**src/rtl/hazard_scoreboard.sv**
```systemverilog
// Hazard scoreboard: per-register result-latency tracking, load-use stall
// generation, operand forwarding selects, memory-miss freeze and
// saturating performance counters.
module hazard_scoreboard #(
  parameter  int NUM_SRC = 2,
  parameter  int NUM_FWD = 2,
  parameter  int MAX_LAT = 4,
  parameter  int CNT_W   = 16,
  localparam int LAT_W   = $clog2(MAX_LAT + 1),
  localparam int SEL_W   = $clog2(NUM_FWD + 1)
) (
  input  logic                     clk,
  input  logic                     rst,
  input  logic                     id_valid,
  input  logic                     id_we,
  input  logic [4:0]               id_rd,
  input  logic [LAT_W-1:0]         id_lat,
  input  logic [5*NUM_SRC-1:0]     id_src_idx,
  input  logic [NUM_SRC-1:0]       id_src_used,
  input  logic [NUM_SRC-1:0]       id_src_is_store,
  input  logic [5*NUM_FWD-1:0]     fwd_rd,
  input  logic [NUM_FWD-1:0]       fwd_we,
  input  logic                     inst_req,
  input  logic                     inst_resp,
  input  logic                     data_req,
  input  logic                     data_resp,
  input  logic                     perf_clr,
  output logic [SEL_W*NUM_SRC-1:0] fwd_sel,
  output logic                     stall_front,
  output logic                     bubble,
  output logic                     freeze,
  output logic [CNT_W-1:0]         hazard_stall_cnt,
  output logic [CNT_W-1:0]         freeze_cnt,
  output logic [CNT_W-1:0]         miss_events
);

  typedef enum logic {
    ST_RUN,
    ST_FREEZE
  } state_t;

  logic [LAT_W-1:0] sb_q [1:31];
  logic [LAT_W-1:0] sb_d [1:31];
  logic [LAT_W-1:0] sb_view [0:31];
  logic [LAT_W-1:0] lat_clamped;
  logic [NUM_SRC-1:0] src_haz;
  logic             hazard;
  logic             advance;
  logic             fwd_found;
  logic             miss_inc;
  state_t           state_q, state_d;
  logic [CNT_W-1:0] hsc_q, hsc_d;
  logic [CNT_W-1:0] frz_q, frz_d;
  logic [CNT_W-1:0] miss_q, miss_d;

  function automatic logic [CNT_W-1:0] sat_inc(input logic [CNT_W-1:0] v);
    return (v == '1) ? v : v + CNT_W'(1);
  endfunction

  // Memory handshakes stall the whole pipe with no added latency.
  always_comb begin
    freeze = (inst_req & ~inst_resp) | (data_req & ~data_resp);
  end

  // Scoreboard view with x0 hard-wired to "ready".
  always_comb begin
    sb_view[0] = '0;
    for (int unsigned r = 1; r < 32; r++) sb_view[r] = sb_q[r];
  end

  // Per-source RAW hazard; store data with one cycle left is exempt since it is consumed in MEM.
  always_comb begin
    src_haz = '0;
    for (int unsigned s = 0; s < NUM_SRC; s++) begin
      src_haz[s] = id_valid & id_src_used[s]
                 & (id_src_idx[s*5 +: 5] != 5'd0)
                 & (sb_view[id_src_idx[s*5 +: 5]] != '0)
                 & ~(id_src_is_store[s] & (sb_view[id_src_idx[s*5 +: 5]] == LAT_W'(1)));
    end
  end

  // Stall/bubble/advance decode.
  always_comb begin
    hazard      = |src_haz;
    stall_front = hazard | freeze;
    bubble      = hazard & ~freeze;
    advance     = id_valid & ~stall_front & ~freeze;
    lat_clamped = (id_lat > LAT_W'(MAX_LAT)) ? LAT_W'(MAX_LAT) : id_lat;
  end

  // Scoreboard next state: hold on freeze, else count down; an advancing write overrides the countdown.
  always_comb begin
    for (int unsigned r = 1; r < 32; r++) begin
      sb_d[r] = sb_q[r];
      if (!freeze) begin
        if (sb_q[r] != '0) sb_d[r] = sb_q[r] - LAT_W'(1);
        if (advance && id_we && (id_rd == 5'(r))) sb_d[r] = lat_clamped;
      end
    end
  end

  // Forwarding select: youngest matching writing stage wins.
  always_comb begin
    fwd_sel   = '0;
    fwd_found = 1'b0;
    for (int unsigned s = 0; s < NUM_SRC; s++) begin
      fwd_found = 1'b0;
      for (int unsigned k = 0; k < NUM_FWD; k++) begin
        if (!fwd_found && fwd_we[k] && (fwd_rd[k*5 +: 5] != 5'd0)
            && (fwd_rd[k*5 +: 5] == id_src_idx[s*5 +: 5])) begin
          fwd_sel[s*SEL_W +: SEL_W] = SEL_W'(k + 1);
          fwd_found                 = 1'b1;
        end
      end
    end
  end

  // Miss FSM: counts entries into the frozen state.
  always_comb begin
    state_d  = state_q;
    miss_inc = 1'b0;
    case (state_q)
      ST_RUN: begin
        if (freeze) begin
          state_d  = ST_FREEZE;
          miss_inc = 1'b1;
        end
      end
      ST_FREEZE: begin
        if (!freeze) state_d = ST_RUN;
      end
      default: state_d = ST_RUN;
    endcase
  end

  // Saturating performance counters; clear beats increment.
  always_comb begin
    hsc_d  = bubble   ? sat_inc(hsc_q)  : hsc_q;
    frz_d  = freeze   ? sat_inc(frz_q)  : frz_q;
    miss_d = miss_inc ? sat_inc(miss_q) : miss_q;
    if (perf_clr) begin
      hsc_d  = '0;
      frz_d  = '0;
      miss_d = '0;
    end
  end

  // State registers with synchronous reset.
  always_ff @(posedge clk) begin
    if (rst) begin
      for (int unsigned r = 1; r < 32; r++) sb_q[r] <= '0;
      state_q <= ST_RUN;
      hsc_q   <= '0;
      frz_q   <= '0;
      miss_q  <= '0;
    end else begin
      for (int unsigned r = 1; r < 32; r++) sb_q[r] <= sb_d[r];
      state_q <= state_d;
      hsc_q   <= hsc_d;
      frz_q   <= frz_d;
      miss_q  <= miss_d;
    end
  end

  assign hazard_stall_cnt = hsc_q;
  assign freeze_cnt       = frz_q;
  assign miss_events      = miss_q;

endmodule

```
**config.mk**
```make
export PLATFORM = sky130hd
export DESIGN_NAME = hazard_scoreboard
export DESIGN_NICKNAME = d
export VERILOG_FILES = /design/src/rtl/hazard_scoreboard.sv
export SDC_FILE = /design/constraint.sdc
export NUM_CORES = 1
export LEC_CHECK = 0
export BUFFER_PORTS_ARGS = -buffer_cell sky130_fd_sc_hd__buf_4
export CELL_PAD_IN_SITES_DETAIL_PLACEMENT = 1
export CELL_PAD_IN_SITES_GLOBAL_PLACEMENT = 1
export CORE_ASPECT_RATIO = 1.1
export CORE_UTILIZATION = 49
export CTS_CLUSTER_SIZE = 24
export DETAILED_ROUTE_END_ITERATION = 10
export PLACE_DENSITY_LB_ADDON = 0.2
export SETUP_SLACK_MARGIN = 0.02
export SLEW_MARGIN = 20
export SYNTH_ARGS = -nofsm -noshare
export SYNTH_HDL_FRONTEND = slang
export SYNTH_SLANG_ARGS = --single-unit
```
**constraint.sdc**
```tcl
create_clock -name clk -period 5.8 [get_ports clk]
set_input_delay 0.58 -clock clk [delete_from_list [all_inputs] [get_ports clk]]
set_output_delay 0.58 -clock clk [all_outputs]
set_load 0.02 [all_outputs]
```
# Word-level counts from Yosys, hierarchy flattened
# Memories as Yosys holds them, arrays and structs flattened.
# Cells that the tools add are included.
[classes]
n_addsub = 34
mul = 0
div = 0
order_cmp = 3
eq_ne = 40
n_shift = 0
muxes = 142
bitwise_logic = 59
reduce_logical = 85
[ops]
columns = ["cell", "count"]
rows = [
  ["3-bit two-way mux", 129],
  ["3-bit nonzero test", 33],
  ["3-bit by 1-bit subtractor with 3-bit output (second input constant)", 31],
  ["5-bit == test (second input constant)", 16],
  ["16-bit by 1-bit adder with 16-bit output (second input constant)", 3],
  ["16-bit == test (second input constant)", 3],
  ["1-bit logical AND", 41],
  ["5-bit by 4-bit == test with 1-bit output (second input constant)", 8],
  ["1-bit bitwise OR", 33],
  ["3-bit binary-select mux with 5-bit select", 2],
  ["5-bit by 3-bit == test with 1-bit output (second input constant)", 4],
  ["5-bit == test", 4],
  ["5-bit nonzero test", 4],
  ["1-bit bitwise AND", 15],
  ["6-bit >= comparator (second input constant)", 2],
  ["5-bit NOT with 6-bit output", 2],
  ["5-bit by 2-bit == test with 1-bit output (second input constant)", 2],
  ["1-bit two-way mux", 9],
  ["1-bit NOT", 9],
  ["3-bit by 1-bit == test with 1-bit output (second input constant)", 2],
  ["2-bit AND reduction", 3],
  ["5-bit by 1-bit == test with 1-bit output (second input constant)", 1],
  ["2-bit two-way mux", 2],
  ["2-bit OR reduction", 2],
  ["other kinds (2)", 3],
]
[totals]
ff_bits = 49
latch_bits = 0
mem_bits_rw = 93
rom_bits = 0
in_bits = 43
output_inout_bits = 55
wordCells = 368
memories = 1
[memory_table]
columns = ["memory", "depth", "width", "rd", "rd_clocked_by_memory_dff", "write_ports", "line_no", "rtl"]
rows = [
  ["sb_q", 31, 3, 31, 0, 31, "42", "logic [LAT_W-1:0] sb_q [1:31];"],
]

# Depth between registers and ports, before layout
[depth]
ltp_word = 18
depth_mapped = 14
depth_no_buf = 9

# Least setup slack after synthesis
# No wires, ideal clock.
[synth_path]
path_type = "input to output"
start = "input port id_src_idx[5]"
end = "output port bubble"
arrival_ns = 2.859
required_ns = 5.220
setup_slack_ns = 2.361
stages = 10
path_buffers = 3
path_cell_list = "buf_4 -> inv_2 -> mux4_2 -> or3_1 -> o211ai_2 -> a21boi_1 -> or4_1 -> buf_6 -> a21oi_2 -> buf_4"
[synth_between]
elab_chain_cells = 10
[synth_lines]
columns = ["item", "line_no", "rtl"]
rows = [
  ["start, declared", "18", "input logic [5*NUM_SRC-1:0] id_src_idx,"],
  ["5-bit NOT with 6-bit output (not written as such)", "77, 78", ""],
  ["3-bit binary-select mux with 5-bit select", "77, 78", ""],
  ["3-bit two-way mux (not written as such) (2 in a row)", "77, 78", ""],
  ["3-bit by 1-bit == test with 1-bit output", "78", "& ~(id_src_is_store[s] & (sb_view[id_src_idx[s*5 +: 5]] == LAT_W'(1)));"],
  ["1-bit bitwise AND", "78", ""],
  ["1-bit NOT", "78", ""],
  ["1-bit bitwise AND (*)", "78", ""],
  ["2-bit OR reduction (*)", "84", "hazard = |src_haz;"],
  ["1-bit bitwise AND (*)", "86", "bubble = hazard & ~freeze;"],
  ["end, declared", "30", "output logic bubble,"],
]
# Mark *: on every way between the ends. The rest lies on a longest branch, timed or not. The select of a mux whose other input is x is not followed.

==> results.yml <==
worst_setup_path:
  critical_path_class: "register to primary output"
  endpoint_kind: "primary output"
  rrSetupSlack_ns: 1.90
  cp-start-kind: "register"
  r2r_cells: 8
  cp_max_fo: 16
  arrival_ns: 3.64
  required_ns: 5.22
route:
  wl_per_cell_um: 22.1
  drt_pass1_iterations: 5
  vias_per_cell: 6.38
  routed_wl_mm: 37.2
  drc_errors: 0
  drt_iter0_drc: 790
  dr_total_vias: 10700
  ant_nets: 0
cells_and_area:
  area_growth_pct: 12.8
  layout_commonest_cell: "nor2_1"
  diodes: 0
  fin_cells: 1683
  finalNetCount: 1488
  drive_gt1_share_pct: 15.2
  final_cell_mix: "nor2_1, dfxtp_1, nand2_1, buf_4, inv_1"
floorplanning:
  coreArea_sq_um: 21400
  die_w_um: 143
  start_util_pct: 50.2
  rows: 56
  die_area_sq_um: 22600
  io_pins: 98
  die_y_um: 157
yosys:
  synth_area_leaders: "dfxtp_1, ha_1, nor2_1, mux4_2, nand2_1"
  synthFlopType: "dfxtp_1"
  ys_warn_count: 0
  synth_seq_area_share_pct: 26.4
  synth_edf_count: 0
  synth_area_sq_um: 10800
  synth_top_area_share_pct: 26.4
  async_flop_share_pct: 0
  ys_seq_elements: 142
  yosys.area.top_type: "dfxtp_1"
  synth.avg_cell_area_sq_um: 8.07
  synth_nets: 1442
  synth_cell_types: 81
  synthCells: 1334
place:
  dp.cells: 1651
  gp_congestion: 0.876
  place.port_buffers: 97
  place_hpwl_mm: 25.9
power_and_ir_drop:
  peakVddDrop_mv: 0.250
  powerDensity_nw_per_um2: 419
  p_leak_nw: 4.72
grt:
  overflow: 0
  grt_pass1_wl_mm: 59.0
  grt_max_degree: 59
  antenna_found_initial: 0
  grt_use_total_pct: 33.9
  grt_pass1_vias: 10900
clock_tree:
  clk_path_buf_depth: 2
  cts_setup_buffers: 0
  clock_latency_ns: 0.44
  tritoncts: "built"
  cts_resized: 0
  clk_pin_slew_ns: 0.06
  numCtsBuffers: 17
  clock_sinks: 142
  clock-root-buffer: "clkbuf_16"
  cts_hold_buf: 0
  htree_num_levels: 4
sta:
  fin_crit_sh_pct: 72.7
  worst_pin_slew_ns: 1.12
  slew_headroom_pct: 25.3
  max_freq_mhz: 237
  drv_slew: 0
  rsz0062_at_grt: "false"
  finClkSkew_ns: 0.0155
  fin_tns_setup_ns: 0
  finalSetupViolations: 0
  min_period_ns: 4.22
  finalHoldViolations: 0
worst_hold_path:
  hold_class: "primary input to register"
  hold_depth: 3
run_status:
  status: "finished, final reports clean"
run:
  cap_viol_max_count: 0
critical path, cell delays in order (launching register included):
cell	delay (ns)
dfxtp_1	0.40
nor2_1	0.14
mux4_2	0.46
or3_1	0.33
o211ai_2	0.09
a21boi_1	0.08
or4_2	0.75
a21oi_2	0.68
buf_4	0.27
per-stage QoR:
step | cell area (sq um) | utilization, % | hold slack (ns) | power (mW) | setup slack (ns)
finish | 12100 | 56.6 | 0.439 | 5.09 | 1.58
floorplan | 10800 | - | 0.456 | 3.25 | 2.36
detailed placement | 11500 | 53.9 | 0.498 | 3.87 | 1.49
global placement | 11500 | 53.9 | 0.474 | 3.73 | 1.62
CTS | 12100 | 56.6 | 0.435 | 5.06 | 1.64
global route | 12100 | 56.6 | 0.441 | 5.45 | 1.49
logic make-up (layout without fill, tap and decap cells):
kind of cell | after synthesis | count (layout) | share of synthesized area [%]
simple gates | 545 | 545 | 26.0
fa+ha+maj | 65 | 65 | 7.56
xor+xnor | 55 | 55 | 4.48
compound gates | 293 | 293 | 19.6
flops | 142 | 142 | 26.4
mux | 67 | 67 | 9.22
buf+inv | 167 | 226 | 6.70
synthesized netlist by cell type, drive strengths merged, types with 9 or more instances:
cell type and instances:
o21ai 39, nand2b 30, xor2 34, and3 16
a21oi 70, o31ai 10, dfxtp 142, ha 65
a31oi 38, mux4 24, and4 14, nand3 56
mux2i 37, xnor2 21, nor3 67, buf 38
clkbuf 43, a221o 16, a21o 9, o211ai 10
nor2 158, inv 86, nand4 21, a211oi 27
nand2 109, nor2b 16
registers in the layout, summed over array words and instances, names as in the netlist:
| register | count |
|---|---|
| hazard_stall_cnt | 16 |
| state_q | 1 |
| miss_events | 16 |
| sb_q | 93 |
| freeze_cnt | 16 |
power by group:
group,switching (mW),internal [mW]
registers,0.325,1.22
logic,1.36,1.03
clock network,0.498,0.655
final timing paths:
path	start	end
worst min-delay path	perf_clr	hazard_stall_cnt[4]$_SDFFE_PP0P_
worst min register to register	sb_q[0][71]$_SDFFE_PP0P_	sb_q[0][71]$_SDFFE_PP0P_
worst max register to register	sb_q[0][93]$_SDFFE_PP0P_	sb_q[0][14]$_SDFFE_PP0P_
worst max-delay path	sb_q[0][35]$_SDFFE_PP0P_	bubble
per-layer routing:
layer	routed length (um)	GRT usage (%)	part of all wire [%]	up-vias
met5	0	0	0	-
met4	1480	15.7	4.0	0
met3	2290	6.33	6.2	115
met2	18000	57.9	48	361
met1	15400	41.1	41	5313
li1	-	-	-	4944
final cells by class:
cell class                 count  area [sq um]
clock buffer                  19           443
clock inverter                13           151
fill                        2714          9300
inverter                      86           323
multi-input combinational   1025          7210
sequential                   142          2840
tap                          290           363
timing repair buffer         108           811
(Power assumes the default switching activity.)
